[src/rtl/alu_result_deserializer_if.sv]
// ---------------------------------------------------------------------------
// alu_result_deserializer_if
// Bundles the serial line from the ALU under test with the parallel result
// fields that the deserializer presents to the scoreboard.
//   sout         : serial line, idles high, one bit per clock
//   result_valid : one-cycle pulse, a complete response has been decoded
//   result_error : the decoded response was an error control packet
//   c_data       : reassembled 32-bit C result (held between responses)
//   alu_flags    : {Carry, Overflow, Zero, Negative} from a normal response
//   crc_ok       : received CRC3 matched the recomputed CRC3
//   err_flags    : bits [6:1] of an error control byte
//   parity_ok    : error control byte parity was correct
//   frame_error  : one-cycle pulse on a malformed packet or sequence
// The slave modport is the deserializer; the master modport is whoever drives
// the serial line and consumes the results.
// ---------------------------------------------------------------------------
interface alu_result_deserializer_if;
   logic        sout;
   logic        result_valid;
   logic        result_error;
   logic [31:0] c_data;
   logic [3:0]  alu_flags;
   logic        crc_ok;
   logic [5:0]  err_flags;
   logic        parity_ok;
   logic        frame_error;

   modport master (
      output sout,
      input  result_valid, result_error, c_data, alu_flags,
             crc_ok, err_flags, parity_ok, frame_error
   );

   modport slave (
      input  sout,
      output result_valid, result_error, c_data, alu_flags,
             crc_ok, err_flags, parity_ok, frame_error
   );
endinterface

[src/rtl/alu_result_deserializer.sv]
// ---------------------------------------------------------------------------
// alu_result_deserializer
// Watches the serial output of the ALU under test and rebuilds each response
// (DATA_PKTS data packets followed by a normal control packet, or a lone
// error control packet) into parallel fields for the scoreboard.
// Packet on the line: start 0, type (0 data / 1 control), 8 payload bits MSB
// first, stop 1.
// Ports:
//   clk : sole clock, sout sampled on the rising edge
//   rst : synchronous active-high reset
//   bus : slave side of alu_result_deserializer_if (sout in, results out)
// All outputs are registered; result_valid rises the cycle after the stop
// bit of the closing control packet has been sampled.
// ---------------------------------------------------------------------------
module alu_result_deserializer #(
   parameter int DATA_PKTS = 4
) (
   input  logic                       clk,
   input  logic                       rst,
   alu_result_deserializer_if.slave   bus
);

   localparam int CNT_W = $clog2(DATA_PKTS + 1);
   localparam logic [CNT_W-1:0] FULL_CNT = CNT_W'(DATA_PKTS);

   typedef enum logic [1:0] {
      ST_IDLE,
      ST_TYPE,
      ST_PAYLOAD,
      ST_STOP
   } bit_state_t;

   bit_state_t       state;
   logic [2:0]       bit_cnt;
   logic             is_ctrl;
   logic [7:0]       byte_sr;
   logic [31:0]      c_sr;
   logic [CNT_W-1:0] pkt_cnt;

   // Serial CRC3 over {C, 0, flags}, MSB first, polynomial x^3+x+1 with a
   // zero seed. Unrolled into a small XOR tree by synthesis.
   function automatic logic [2:0] crc3_calc(input logic [36:0] vec);
      logic [2:0] crc;
      logic       fb;
      crc = 3'b000;
      for (int i = 36; i >= 0; i--) begin
         fb  = crc[2] ^ vec[i];
         crc = {crc[1], crc[0] ^ fb, fb};
      end
      return crc;
   endfunction

   // One process holds the bit-level FSM, the packet-sequence tracking and
   // every registered output. The pulses default low each cycle so each
   // packet can raise at most one of them, and only from the STOP state.
   // A bad stop bit or any out-of-order packet clears the data count so the
   // next response starts from scratch.
   always_ff @(posedge clk) begin
      if (rst) begin
         state            <= ST_IDLE;
         bit_cnt          <= 3'd0;
         is_ctrl          <= 1'b0;
         byte_sr          <= 8'd0;
         c_sr             <= 32'd0;
         pkt_cnt          <= '0;
         bus.result_valid <= 1'b0;
         bus.result_error <= 1'b0;
         bus.c_data       <= 32'd0;
         bus.alu_flags    <= 4'd0;
         bus.crc_ok       <= 1'b0;
         bus.err_flags    <= 6'd0;
         bus.parity_ok    <= 1'b0;
         bus.frame_error  <= 1'b0;
      end else begin
         bus.result_valid <= 1'b0;
         bus.frame_error  <= 1'b0;
         case (state)
            ST_IDLE: begin
               if (!bus.sout) begin
                  state <= ST_TYPE;
               end
            end
            ST_TYPE: begin
               is_ctrl <= bus.sout;
               bit_cnt <= 3'd0;
               state   <= ST_PAYLOAD;
            end
            ST_PAYLOAD: begin
               byte_sr <= {byte_sr[6:0], bus.sout};
               bit_cnt <= bit_cnt + 3'd1;
               if (bit_cnt == 3'd7) begin
                  state <= ST_STOP;
               end
            end
            ST_STOP: begin
               state <= ST_IDLE;
               if (!bus.sout) begin
                  bus.frame_error <= 1'b1;
                  pkt_cnt         <= '0;
               end else if (!is_ctrl) begin
                  if (pkt_cnt == FULL_CNT) begin
                     bus.frame_error <= 1'b1;
                     pkt_cnt         <= '0;
                  end else begin
                     c_sr    <= {c_sr[23:0], byte_sr};
                     pkt_cnt <= pkt_cnt + CNT_W'(1);
                  end
               end else begin
                  pkt_cnt <= '0;
                  if (!byte_sr[7]) begin
                     if (pkt_cnt == FULL_CNT) begin
                        bus.result_valid <= 1'b1;
                        bus.result_error <= 1'b0;
                        bus.c_data       <= c_sr;
                        bus.alu_flags    <= byte_sr[6:3];
                        bus.crc_ok       <= (crc3_calc({c_sr, 1'b0, byte_sr[6:3]}) == byte_sr[2:0]);
                        bus.parity_ok    <= 1'b0;
                     end else begin
                        bus.frame_error <= 1'b1;
                     end
                  end else begin
                     if (pkt_cnt == '0) begin
                        bus.result_valid <= 1'b1;
                        bus.result_error <= 1'b1;
                        bus.err_flags    <= byte_sr[6:1];
                        bus.parity_ok    <= (byte_sr[0] == ^byte_sr[7:1]);
                        bus.crc_ok       <= 1'b0;
                     end else begin
                        bus.frame_error <= 1'b1;
                     end
                  end
               end
            end
            default: begin
               state <= ST_IDLE;
            end
         endcase
      end
   end

endmodule

[src/flat_wrapper.sv]
// flat-port wrapper written by rule: the top's interface ports become plain ports
module alu_result_deserializer_flat 
#(
   parameter int DATA_PKTS = 4
)
  (clk, rst, bus_sout, bus_result_valid, bus_result_error, bus_c_data, bus_alu_flags, bus_crc_ok, bus_err_flags, bus_parity_ok, bus_frame_error);
  alu_result_deserializer_if bus_i ();
  input  logic clk;
  input  logic rst;
  input wire logic [$bits(bus_i.sout)-1:0] bus_sout;
  output wire logic [$bits(bus_i.result_valid)-1:0] bus_result_valid;
  output wire logic [$bits(bus_i.result_error)-1:0] bus_result_error;
  output wire logic [$bits(bus_i.c_data)-1:0] bus_c_data;
  output wire logic [$bits(bus_i.alu_flags)-1:0] bus_alu_flags;
  output wire logic [$bits(bus_i.crc_ok)-1:0] bus_crc_ok;
  output wire logic [$bits(bus_i.err_flags)-1:0] bus_err_flags;
  output wire logic [$bits(bus_i.parity_ok)-1:0] bus_parity_ok;
  output wire logic [$bits(bus_i.frame_error)-1:0] bus_frame_error;
  assign bus_i.sout = bus_sout;
  assign bus_result_valid = bus_i.result_valid;
  assign bus_result_error = bus_i.result_error;
  assign bus_c_data = bus_i.c_data;
  assign bus_alu_flags = bus_i.alu_flags;
  assign bus_crc_ok = bus_i.crc_ok;
  assign bus_err_flags = bus_i.err_flags;
  assign bus_parity_ok = bus_i.parity_ok;
  assign bus_frame_error = bus_i.frame_error;
  alu_result_deserializer #(.DATA_PKTS(DATA_PKTS)) u_core (.clk(clk), .rst(rst), .bus(bus_i));
endmodule
[config.mk]
export PLATFORM = sky130hd
export DESIGN_NAME = alu_result_deserializer_flat
export DESIGN_NICKNAME = d
export VERILOG_FILES = /design/src/rtl/alu_result_deserializer_if.sv /design/src/rtl/alu_result_deserializer.sv /design/src/flat_wrapper.sv
export SDC_FILE = /design/constraint.sdc
export NUM_CORES = 1
export LEC_CHECK = 0
export BUFFER_PORTS_ARGS = -buffer_cell sky130_fd_sc_hd__buf_4
export CORE_UTILIZATION = 46
export DETAILED_ROUTE_END_ITERATION = 16
export PLACE_DENSITY = 0.64
export SKIP_CTS_REPAIR_TIMING = 1
export SYNTH_ARGS = -nofsm -noshare
export SYNTH_HDL_FRONTEND = slang
export SYNTH_SLANG_ARGS = --single-unit
[constraint.sdc]
create_clock -name clk -period 2.4 [get_ports clk]
set_clock_uncertainty 0.1 [all_clocks]
set_input_delay 0.24 -clock clk [delete_from_list [all_inputs] [get_ports clk]]
set_output_delay 0.24 -clock clk [all_outputs]
set_load 0.005 [all_outputs]
==> results.cfg <==
[power]
internal-power_w = 0.00216
comb_power_share_pct = 9.6
sw_frac_of_total_pct = 26.5
power_leakage_nw = 1.86
power_density_nw_per_um2 = 614
switching_power_w = 0.000775
total_power_w = 0.00293
clock_power_share_pct = 34.4
pwr-share-seq_pct = 56.0
vdd_drop_max_mv = 0.314

[worst_setup_path]
cp.required_ns = 2.54
slowest_stage = dfxtp_1
cp.depth = 6
start_kind = register
crit_path_end_kind = register
r2r_cells = 6
crit_buf_inv = 0
path_class = register to register
rrSetupSlack_ns = 0.13
arrival_ns = 2.42
cp_top_family = XOR/XNOR gates
slowest_delay_ns = 0.43
crit_fanout = 4
path_cells = xor3_2 -> xnor3_1 -> xnor3_2 -> nand2_1 -> a2bb2oi_1 -> o31ai_2

[hold_path]
hp-class = primary input to register
holdPathStages = 3

[job]
cap_violations = 0

[clock_tree]
clock_tree.buffer_depth = 2
clk_latency_ns = 0.36
tritoncts_num_sinks = 96
cts_max_level = 3
root_buffer = clkbuf_8
cts_tree = yes
clk_pin_slew_ns = 0.10
tritoncts.num_buffers = 9

[timing]
finalSetupTns_ns = 0
final_max_slew_viol_count = 0
fmax_mhz = 440
worst_slew_pin_slew_ns = 0.512
finalHoldViolCount = 0
period_needed_ns = 2.27
rsz0062_at_grt = false
min_period_over_period_pct = 94.7
setup-violations-final = 0
relSlewSlack_pct = 65.9
hold_slack_ns = 0.0855

[synthesis]
syn_nets = 481
ys.flop_type = dfxtp_1
yosysMostFrequentCell = nand2_1
yosysWarnings = 0
synth.largest_area_cell = dfxtp_1
ys_seq_area_share_pct = 46.8
post_synth.cell_area_avg_sq_um = 8.75
syn_area_sq_um = 4110
async_flop_share_pct = 0
syn_inst = 469
yosys_register_bits = 96
synth_edf_count = 0
synth_top_area_share_pct = 46.8
synth.area.top_cells = dfxtp_1 47%, nand2_1 13%, a21oi_1 8.9%
synthTopCellsByCount = 144 x nand2_1, 96 x dfxtp_1, 73 x a21oi_1
synth_cell_types = 32

[place]
gp_congestion = 0.828
dp_cells = 604
numPortBuffers = 49
dpl-instance-area_sq_um = 4580
dpl.hpwl_mm = 5.90

[layout]
num-nets-final = 519
layout-drive-gt1-share_pct = 16.0
multiInputGateArea_sq_um = 2040
diodes = 0
synthToLayoutAreaGrowth_pct = 16.3
fin_area_sq_um = 4770
n_fill_cell = 843
fin_cells = 620
regArea_sq_um = 1920

[global_routing]
grt_pass1_vias = 2771
antenna_found_initial = 0
overflow = 0
grt.total_usage_pct = 19.8
grt_first_pass_wirelength_mm = 13.9
grt_max_degree = 50

[route]
ant_nets = 0
vias = 3118
drt-pass1-iter-count = 4
via_per_inst = 5.03
drt_iter0_drc = 119
wl_per_cell_um = 14.0
wirelength_mm = 8.70
drc_errors = 0

[floorplan]
die_x_um = 96.5
die_h_um = 96.5
core-area_sq_um = 8680
start_util_pct = 47.3
rows = 34
ioPinCount = 50
die-area_sq_um = 9310

[outcome]
status = finished, final reports clean
## metrics by stage
step / worst slack (ns) / util [%]
6_report: 0.127 / 55.0
5_1_grt: 0.0543 / 55.0
4_1_cts: 0.109 / 55.0
3_5_place_dp: 0.162 / 52.8
3_3_place_gp: 0.228 / 52.8
2_1_floorplan: 0.266 / -
## metal layers
layer  vias to the layer above  track usage (%)  share of wire (%)
met2                        54             29.1                 45
met1                      1456             28.9                 50
met3                         8             3.52                3.6
met4                         0             6.99                1.2
li1                       1600                -                  -
met5                         -                0                  0
## registers in the layout (all words and copies together) (netlist names)
name,flops
u_core.bus.frame_error,1
u_core.bus.alu_flags,4
u_core.c_sr,32
u_core.pkt_cnt,3
u_core.state,2
u_core.byte_sr,8
u_core.bit_cnt,3
u_core.bus.parity_ok,1
u_core.is_ctrl,1
u_core.bus.result_error,1
u_core.bus.result_valid,1
u_core.bus.err_flags,6
u_core.bus.c_data,32
u_core.bus.crc_ok,1
## area by class of cell
cell class	count	area share, %
flip-flops and latches	96	40.3
inverters	5	0.393
multi-input cells	336	42.7
clock buffers	10	2.88
clock inverters	6	1.07
well taps	108	2.83
repair buffers	59	9.80
## worst paths after layout
check                        startpoint                    end
hold / removal                 bus_sout      u_core.byte_sr[0]
hold reg to reg   u_core.bus.c_data[15]  u_core.bus.c_data[15]
setup / recovery        u_core.c_sr[21]      u_core.bus.crc_ok
setup reg to reg        u_core.c_sr[21]      u_core.bus.crc_ok
## power by group through the flow
stage / Sequential [W] / Combinational (W) / Clock, W
after floorplan: 0.00167 / 0.000222 / 0
after global placement: 0.00168 / 0.000269 / 0
after detailed placement: 0.00168 / 0.000281 / 0
after CTS: 0.00164 / 0.000282 / 0.00103
after global routing: 0.00165 / 0.000315 / 0.00110
final: 0.00164 / 0.000281 / 0.00101
## cells by family (layout without fill, tap and decap cells)
group	Yosys count	after routing	share of synthesized area [%]
AO/OA/AOI/OAI	83	83	10.7
XOR/XNOR	38	38	13.4
adder cells (fa/ha/maj)	9	9	2.74
buffers and inverters	37	80	3.47
flip-flops	96	96	46.8
multiplexers	20	20	4.94
AND/OR/NAND/NOR	186	186	17.9
## worst register-to-register path: stages (launching register included)
cell and delay [ns]:
dfxtp_1 0.43, xor3_2 0.38, xnor3_1 0.41, xnor3_2 0.43, nand2_1 0.10, a2bb2oi_1 0.23, o31ai_2 0.08
## cells in the final DEF, fill, tap and decap left out, drive strengths merged
| cell type | count |
|---|---|
| nand2 | 144 |
| dfxtp | 96 |
| a21oi | 73 |
| buf | 59 |
| nor2 | 28 |
| mux2i | 18 |
| xnor2 | 18 |
| xnor3 | 11 |
| clkbuf | 10 |
| ha | 9 |
| inv | 7 |
| xor2 | 5 |
| o21ai | 4 |
| xor3 | 4 |
| nand3 | 3 |
| nand2b | 3 |
| clkinvlp | 3 |
| nor2b | 2 |
| and2 | 2 |
| mux2 | 2 |
| a2bb2oi | 2 |
| and4 | 1 |
| and3 | 1 |
| a221oi | 1 |
| a22oi | 1 |
| a21boi | 1 |
| and3b | 1 |
| nand3b | 1 |
| o31ai | 1 |
| clkinv | 1 |
(Power assumes the default switching activity.)
